### config.mk
export PLATFORM = sky130hd
export DESIGN_NAME = fpu_mult_param
export DESIGN_NICKNAME = d
export VERILOG_FILES = /design/src/rtl/fpu_pkg.sv /design/src/rtl/fpu_round_rne.sv /design/src/rtl/fpu_mult_param.sv
export SDC_FILE = /design/constraint.sdc
export NUM_CORES = 2
export LEC_CHECK = 0
export CAP_MARGIN = 20
export CORE_UTILIZATION = 40
export CTS_BUF_LIST = sky130_fd_sc_hd__clkbuf_4 sky130_fd_sc_hd__clkbuf_8
export DETAILED_ROUTE_END_ITERATION = 16
export GPL_TIMING_DRIVEN = 0
export HOLD_SLACK_MARGIN = 0.15
export PLACE_DENSITY_LB_ADDON = 0.1
export SETUP_SLACK_MARGIN = 0.5
export SLEW_MARGIN = 20
export SYNTH_ARGS = -nofsm -noshare
export SYNTH_HDL_FRONTEND = slang
export SYNTH_SLANG_ARGS = --single-unit
### constraint.sdc
create_clock -name clk -period 8.95 [get_ports clk]
set_clock_uncertainty 0.15 [all_clocks]
set_input_delay 1.79 -clock clk [delete_from_list [all_inputs] [get_ports clk]]
set_output_delay 1.79 -clock clk [all_outputs]
set_load 0.005 [all_outputs]
### src/rtl/fpu_pkg.sv
// Shared definitions for the parameterised FP multiplier: FSM encoding, flag
// bit positions and field-width helpers.
package fpu_pkg;

  typedef enum logic [2:0] {
    S_IDLE   = 3'd0,
    S_UNPACK = 3'd1,
    S_MULT   = 3'd2,
    S_NORM   = 3'd3,
    S_ROUND  = 3'd4,
    S_DONE   = 3'd5
  } fpu_state_e;

  localparam int FLG_INEXACT   = 0;
  localparam int FLG_UNDERFLOW = 1;
  localparam int FLG_OVERFLOW  = 2;
  localparam int FLG_INVALID   = 3;

  function automatic int fpu_bias(input int exp_w);
    return (1 << (exp_w - 1)) - 1;
  endfunction

  // Canonical quiet NaN: sign 0, exponent all-ones, only the fraction MSB set.
  function automatic logic [63:0] fpu_qnan(input int exp_w, input int man_w);
    return (((64'd1 << exp_w) - 64'd1) << man_w) | (64'd1 << (man_w - 1));
  endfunction

endpackage

### src/rtl/fpu_round_rne.sv
// Round-to-nearest-even on a normalised mantissa with guard/round/sticky;
// renormalises on carry-out by bumping the exponent.
module fpu_round_rne #(
  parameter int EXP_W = 8,
  parameter int MAN_W = 23
) (
  input  logic [MAN_W:0]         man_i,
  input  logic                   guard_i,
  input  logic                   round_i,
  input  logic                   sticky_i,
  input  logic signed [EXP_W+1:0] exp_i,
  output logic [MAN_W:0]         man_o,
  output logic signed [EXP_W+1:0] exp_o,
  output logic                   inexact_o
);

  logic             inc;
  logic [MAN_W+1:0] sum;

  assign inc       = guard_i & (round_i | sticky_i | man_i[0]);
  assign sum       = {1'b0, man_i} + {{(MAN_W + 1){1'b0}}, inc};
  assign inexact_o = guard_i | round_i | sticky_i;

  // A carry out leaves 10...0, so the right shift loses nothing.
  always_comb begin
    man_o = sum[MAN_W:0];
    exp_o = exp_i;
    if (sum[MAN_W+1]) begin
      man_o = sum[MAN_W+1:1];
      exp_o = exp_i + (EXP_W + 2)'(1);
    end
  end

endmodule

### src/rtl/fpu_mult_param.sv
// Multi-cycle IEEE-754 multiplier, generic exponent/fraction widths, RNE,
// flush-to-zero on subnormals, valid/ready on both sides.
module fpu_mult_param
  import fpu_pkg::*;
#(
  parameter int EXP_W = 8,
  parameter int MAN_W = 23,
  parameter int FW    = EXP_W + MAN_W + 1
) (
  input  logic          clk,
  input  logic          rst_n,
  input  logic          in_valid,
  output logic          in_ready,
  input  logic [FW-1:0] a_in,
  input  logic [FW-1:0] b_in,
  output logic          out_valid,
  input  logic          out_ready,
  output logic [FW-1:0] result,
  output logic [3:0]    flags
);

  localparam int EW2 = EXP_W + 2;
  localparam int MW1 = MAN_W + 1;
  localparam int PW  = 2 * MW1;

  localparam logic signed [EW2-1:0] BIAS_E = EW2'(fpu_bias(EXP_W));
  localparam logic signed [EW2-1:0] EMAX   = EW2'((1 << EXP_W) - 1);
  localparam logic signed [EW2-1:0] EZERO  = '0;
  localparam logic signed [EW2-1:0] EONE   = EW2'(1);
  localparam logic [63:0]           QNAN64 = fpu_qnan(EXP_W, MAN_W);
  localparam logic [FW-1:0]         QNAN   = QNAN64[FW-1:0];
  localparam logic [PW-1:0]         SMASK  = {PW{1'b1}} >> (PW - MAN_W + 1);

  fpu_state_e            state_q;
  logic                  in_ready_q, out_valid_q;
  logic [FW-1:0]         result_q, result_d;
  logic [3:0]            flags_q, flags_d;
  logic [FW-1:0]         a_q, b_q;
  logic                  sign_q, invalid_q, inf_q, zero_q;
  logic signed [EW2-1:0] e_q;
  logic [MW1-1:0]        ma_q, mb_q, man_q;
  logic [PW-1:0]         prod_q;
  logic                  g_q, r_q, s_q;

  assign in_ready  = in_ready_q;
  assign out_valid = out_valid_q;
  assign result    = result_q;
  assign flags     = flags_q;

  // Operand classification (exp==0 is zero regardless of fraction: FTZ)
  logic [EXP_W-1:0] ea, eb;
  logic [MAN_W-1:0] fa, fb;
  logic             zero_a, zero_b, inf_a, inf_b, nan_a, nan_b;
  logic signed [EW2-1:0] e_sum;

  assign ea     = a_q[FW-2 -: EXP_W];
  assign eb     = b_q[FW-2 -: EXP_W];
  assign fa     = a_q[MAN_W-1:0];
  assign fb     = b_q[MAN_W-1:0];
  assign zero_a = (ea == '0);
  assign zero_b = (eb == '0);
  assign inf_a  = (ea == '1) && (fa == '0);
  assign inf_b  = (eb == '1) && (fb == '0);
  assign nan_a  = (ea == '1) && (fa != '0);
  assign nan_b  = (eb == '1) && (fb != '0);
  assign e_sum  = $signed({2'b00, ea}) + $signed({2'b00, eb}) - BIAS_E;

  // Normalisation: bring the leading one to the MSB, then split off G/R/S.
  logic [PW-1:0]  pn;
  logic [MW1-1:0] man_n;
  logic           g_n, r_n, s_n;

  assign pn    = prod_q[PW-1] ? prod_q : {prod_q[PW-2:0], 1'b0};
  assign man_n = pn[PW-1 -: MW1];
  assign g_n   = pn[MAN_W];
  assign r_n   = pn[MAN_W-1];
  assign s_n   = |(pn & SMASK);

  logic [MW1-1:0]        man_r;
  logic signed [EW2-1:0] e_r;
  logic                  inex_r;
  logic                  unused_hidden;

  fpu_round_rne #(.EXP_W(EXP_W), .MAN_W(MAN_W)) u_round (
    .man_i     (man_q),
    .guard_i   (g_q),
    .round_i   (r_q),
    .sticky_i  (s_q),
    .exp_i     (e_q),
    .man_o     (man_r),
    .exp_o     (e_r),
    .inexact_o (inex_r)
  );

  assign unused_hidden = man_r[MAN_W];

  always_comb begin
    result_d = {sign_q, e_r[EXP_W-1:0], man_r[MAN_W-1:0]};
    flags_d  = '0;
    flags_d[FLG_INEXACT] = inex_r;
    if (invalid_q) begin
      result_d = QNAN;
      flags_d  = '0;
      flags_d[FLG_INVALID] = 1'b1;
    end else if (inf_q) begin
      result_d = {sign_q, {EXP_W{1'b1}}, {MAN_W{1'b0}}};
      flags_d  = '0;
    end else if (zero_q) begin
      result_d = {sign_q, {(FW - 1){1'b0}}};
      flags_d  = '0;
    end else if (e_r >= EMAX) begin
      result_d = {sign_q, {EXP_W{1'b1}}, {MAN_W{1'b0}}};
      flags_d  = '0;
      flags_d[FLG_OVERFLOW] = 1'b1;
      flags_d[FLG_INEXACT]  = 1'b1;
    end else if (e_r <= EZERO) begin
      result_d = {sign_q, {(FW - 1){1'b0}}};
      flags_d  = '0;
      flags_d[FLG_UNDERFLOW] = 1'b1;
      flags_d[FLG_INEXACT]   = 1'b1;
    end
  end

  always_ff @(posedge clk) begin
    if (!rst_n) begin
      state_q     <= S_IDLE;
      in_ready_q  <= 1'b1;
      out_valid_q <= 1'b0;
      result_q    <= '0;
      flags_q     <= '0;
    end else begin
      case (state_q)
        S_IDLE: if (in_valid && in_ready_q) begin
          a_q        <= a_in;
          b_q        <= b_in;
          in_ready_q <= 1'b0;
          state_q    <= S_UNPACK;
        end
        S_UNPACK: begin
          sign_q    <= a_q[FW-1] ^ b_q[FW-1];
          invalid_q <= nan_a | nan_b | ((inf_a | inf_b) & (zero_a | zero_b));
          inf_q     <= inf_a | inf_b;
          zero_q    <= zero_a | zero_b;
          e_q       <= e_sum;
          ma_q      <= {1'b1, fa};
          mb_q      <= {1'b1, fb};
          state_q   <= S_MULT;
        end
        S_MULT: begin
          prod_q  <= PW'(ma_q) * PW'(mb_q);
          state_q <= S_NORM;
        end
        S_NORM: begin
          man_q   <= man_n;
          g_q     <= g_n;
          r_q     <= r_n;
          s_q     <= s_n;
          e_q     <= prod_q[PW-1] ? e_q + EONE : e_q;
          state_q <= S_ROUND;
        end
        S_ROUND: begin
          result_q    <= result_d;
          flags_q     <= flags_d;
          out_valid_q <= 1'b1;
          state_q     <= S_DONE;
        end
        S_DONE: if (out_ready) begin
          out_valid_q <= 1'b0;
          in_ready_q  <= 1'b1;
          state_q     <= S_IDLE;
        end
        default: begin
          out_valid_q <= 1'b0;
          in_ready_q  <= 1'b1;
          state_q     <= S_IDLE;
        end
      endcase
    end
  end

endmodule

; ---- Word level (Yosys, flattened, before mapping)
; Index checks and enable logic that the tools add are counted.
[totals]
regBits = 240
input_bits = 68
elab_cells = 97
[op_classes]
add_sub_neg = 4
multipliers = 1
order_cmp = 2
n_eq_ne = 10
muxes = 23
n_bitwise = 13
n_reduce_logical = 24
[ops]
columns = cell, n
row1 = $mux W31, 4
row2 = $mul A24 B24 Y48, 1
row3 = $mux W47, 1
row4 = $logic_not A23 Y1, 2
row5 = $reduce_bool A23 Y1, 2
row6 = $mux W32, 1
row7 = $add A24 B1 Y25, 1
row8 = $mux W23, 1
row9 = $reduce_or A22 Y1, 1
row10 = $mux W10, 2
row11 = $pmux W10 S2, 1
row12 = $pmux W3 S6, 1
row13 = $eq A8 B8 Y1 const B, 2
row14 = $logic_not A8 Y1, 2
row15 = $mux W3, 5
row16 = $add A10 B2 Y10 const B, 1
row17 = $ge A10 B9 Y1 const B, 1
row18 = $le A10 B1 Y1 const B, 1
row19 = $reduce_and A2 Y1, 5
row20 = $sub A9 B7 Y10 const B, 1
row21 = $add A8 B8 Y9, 1
row22 = $reduce_and A3 Y1, 3
row23 = $or A1 B1 Y1, 8
row24 = $reduce_or A4 Y1, 2
row25 = other kinds (14), 27

; ---- Depth between registers and ports, before layout
[logic_depth]
ltp_word = 11
ltp_mapped = 26

; ---- Cells and area by module
; A second synthesis with hierarchy kept.
[hier_totals]
cells_unflattened = 2832
hier_area_um2 = 28464.8
[modules_own_cells]
columns = mod, n_inst, cells_each, area_per_inst_um2, seq_area_each_um2
row1 = fpu_mult_param, 1, 2690, 27542.7, 6796.5
row2 = fpu_round_rne, 1, 142, 922.1, 0.0

; ---- Worst setup path after synthesis
; Ideal clock, no wire load.
[synth_timing]
kind = input port to flip-flop
start = input port rst_n
end = register a_q[0] (enable)
arrival_time_ns = 7.974
required_ns = 8.156
setup_slack_ns = 0.182
path_stages = 2
n_path_buf = 0
cell_sequence = nand2b_1 nor4_1
[synth_between]
elab_chain_cells = 1
[synth_rtl]
columns = element, line
row1 = start: declaration, fpu_mult_param.sv:11  ; input logic rst_n,
row2 = $reduce_and A3 Y1 (no source line), --
row3 = end signal: assignment, fpu_mult_param.sv:134  ; a_q <= a_in;
row4 = end: declaration, fpu_mult_param.sv:38  ; logic [FW-1:0] a_q, b_q;
; Every way passes these cells.
; A chain may end at the register's enable or synchronous reset.

; ---- Final worst setup path
[layout_timing]
start = register ma_q[1]
end = register prod_q[47] (data pin)
[layout_between]
elab_chain_cells = 1
[layout_rtl]
columns = element, line
row1 = start: declaration, fpu_mult_param.sv:41  ; logic [MW1-1:0] ma_q, mb_q, man_q;
row2 = start signal: assignment, fpu_mult_param.sv:145  ; ma_q <= {1'b1, fa};
row3 = $mul A24 B24 Y48, fpu_mult_param.sv:150  ; prod_q <= PW'(ma_q) * PW'(mb_q);
row4 = end signal: assignment, fpu_mult_param.sv:150
row5 = end: declaration, fpu_mult_param.sv:42  ; logic [PW-1:0] prod_q;
; Every way passes these cells.

==> results.json <==
{
  "yosys-top-cells-area": "fa_1 (34%), edfxtp_1 (21%), ha_1 (8.4%)",
  "worstPathArrival_ns": 8.35,
  "worstSkewPairLatency_ns": 0.64,
  "avgSynthCellArea_um2": 9.98,
  "grt_pass1_wl_um": 127000,
  "hold_viol_final": 0,
  "area_growth_syn_to_layout_pct": 12.4,
  "grt_antenna_before_repair": 2,
  "maxCapViolCount": 0,
  "chipHeight_um": 268,
  "drt-total-wl_um": 83800,
  "rsz0062_at_grt": "false",
  "fmax_mhz": 123,
  "grt_pass1_vias": 20800,
  "relSlewSlack": 0.267,
  "dpl-instance-area_um2": 30600,
  "place_inst": 3881,
  "fin_crit_sh": 0.906,
  "synth_top_area_frac": 0.343,
  "root_buffer": "clkbuf_8",
  "final_max_slew_viol_count": 0,
  "synthAdderAreaFrac": 0.427,
  "htree_levels": 2,
  "path_max_fanout": 8,
  "core_um2": 69900,
  "path_cells": "clkinv_1, fa_1, inv_1, fa_1, fa_1, fa_1, fa_1, fa_1, inv_1, fa_1, inv_1, ha_1, clkbuf_1, o21ai_0, a221oi_1, a2111oi_0, o21ai_0, a31oi_1, o31ai_1, o41ai_1, xnor2_1",
  "ys.warnings.count": 0,
  "drc": 0,
  "stdcell_area_um2": 31700,
  "io_buffers": 105,
  "fp.dieArea_um2": 71600,
  "synth_area_leader_cell": "fa_1",
  "placementRows": 97,
  "cp_top_family": "adder cells",
  "fin_cells": 3973,
  "viasPerCell": 4.99,
  "start_kind": "flop",
  "clockBufferDepth": 3,
  "cts_buffers": 42,
  "dieWidth_um": 268,
  "setup_violations": 0,
  "synth_top_family_by_area": "adder cells",
  "crit_required_ns": 9.18,
  "initialDrtViolationCount": 1160,
  "hp-class": "reg2reg",
  "period_needed_ns": 8.11,
  "ys_ff_latch": 240,
  "final_antenna_net_count": 0,
  "drtPass1Iterations": 6,
  "nNetsFinal": 3742,
  "synth-simple-area-share": 0.142,
  "postSynth.asyncResetShare": 0,
  "setup_tns_ns": 0,
  "synth_fp_nets": 3569,
  "setup.worst_path.end_class": "flop",
  "synth_edf_count": 199,
  "ys_seq_area_frac": 0.241,
  "max_stage_delay_ns": 0.80,
  "grt_max_degree": 32,
  "cts_hold_buf": 0,
  "start_util": 0.404,
  "tightest_slew_ns": 1.10,
  "cts_tree": "yes",
  "critical_path_class": "reg2reg",
  "syn-cell-area_um2": 28200,
  "overflow": 0,
  "synth.area.mux_share": 0.0125,
  "final_common_cell": "inv_1",
  "clk_pin_slew_ns": 0.07,
  "io_pins": 106,
  "crit_top_cell": "fa_1",
  "fin_util": 0.454,
  "vias": 19800,
  "ys_types": 65,
  "layout-drive-gt1-share": 0.0703,
  "clock-sinks": 240,
  "routedWlPerCell_um": 21.1,
  "synth-compound-area-share": 0.0540,
  "hpwl_um": 68600,
  "place_congestion": 0.918,
  "ys.flop_type": "edfxtp_1",
  "ff2ff_setup_slack_ns": 0.84,
  "grt_util_all_layers": 0.242,
  "synth_xor_area_frac": 0.0258,
  "syn_inst": 2828,
  "crit_buf_inv": 5,
  "outcome": "completed",
  "mostFrequentLayoutCells": "inv_1 (604), fa_1 (483), nand2_1 (352)",
  "crit_slowest_cell": "edfxtp_1"
}
per-layer routing:
layer  routed length [um]  part of all wire  up-vias  global-route usage
met4                 3210             0.038        0              0.0829
met5                    0                 0        -                   0
met3                 4890             0.058      135              0.0353
met2                38400              0.46      589               0.392
li1                     -                 -     9074                   -
met1                37200              0.44    10000               0.331
final timing paths:
| kind | startpoint | to | cells after the start |
|---|---|---|---|
| setup / recovery | ma_q[1] | prod_q[47] | 21 |
| hold / removal | b_q[1] | mb_q[1] | 0 |
| setup reg to reg | ma_q[1] | prod_q[47] | 21 |
| hold reg to reg | b_q[1] | mb_q[1] | 0 |
flip-flops by register name, summed over array words and instances, names as in the netlist, 3 cells and up:
signal,flops
prod_q,48
a_q,32
b_q,32
result,32
man_q,24
ma_q,23
mb_q,23
e_q,10
flags,4
state_q,3
stage by stage:
| step | hold slack (ns) | setup WS (ns) |
|---|---|---|
| 2_1_floorplan | 0.277 | 1.83 |
| 3_3_place_gp | 0.283 | -0.263 |
| 3_5_place_dp | 0.283 | -0.275 |
| 4_1_cts | 0.286 | 0.491 |
| 5_1_grt | 0.297 | 0.502 |
| 6_report | 0.290 | 0.837 |
Yosys cell counts, types with 39 or more instances:
| master | number |
|---|---|
| dfxtp_1 | 41 |
| and2_1 | 244 |
| edfxtp_1 | 199 |
| xnor2_1 | 56 |
| nor2_1 | 121 |
| nand2_1 | 352 |
| fa_1 | 483 |
| a21oi_1 | 72 |
| clkbuf_1 | 112 |
| o21ai_0 | 39 |
| ha_1 | 190 |
| inv_1 | 606 |
cells by family (layout without fill, tap and decap cells):
kind of cell | count (synthesis) | in the layout
adders and majority gates | 673 | 673
other | 0 | 1
buffers and inverters | 731 | 935
DFF | 240 | 240
xor gates and xnor gates | 83 | 83
and+or+nand+nor | 832 | 832
muxes | 32 | 32
AOI/OAI and AO/OA | 237 | 237
area by class of cell:
type / count / area, um2
clock buffers: 63 / 767
fillers: 6758 / 38200
clock inverters: 12 / 124
plain buffers: 120 / 548
well taps: 940 / 1180
inverters: 611 / 2300
flip-flops and latches: 240 / 6800
multi-input cells: 1857 / 18700
repair buffers: 129 / 1280
diodes: 1 / 2.50
repair_timing:
item | 4_1_cts | 5_1_grt
gates resized for setup | 42 | 52
buffers inserted | 11 | 5
pin swaps | 1 | 0
endpoints found under the setup margin | 12 | 10
Power is left out: the tool's default activity adds up to more than one toggle a clock period on the data nets, which glitch-free logic cannot reach.
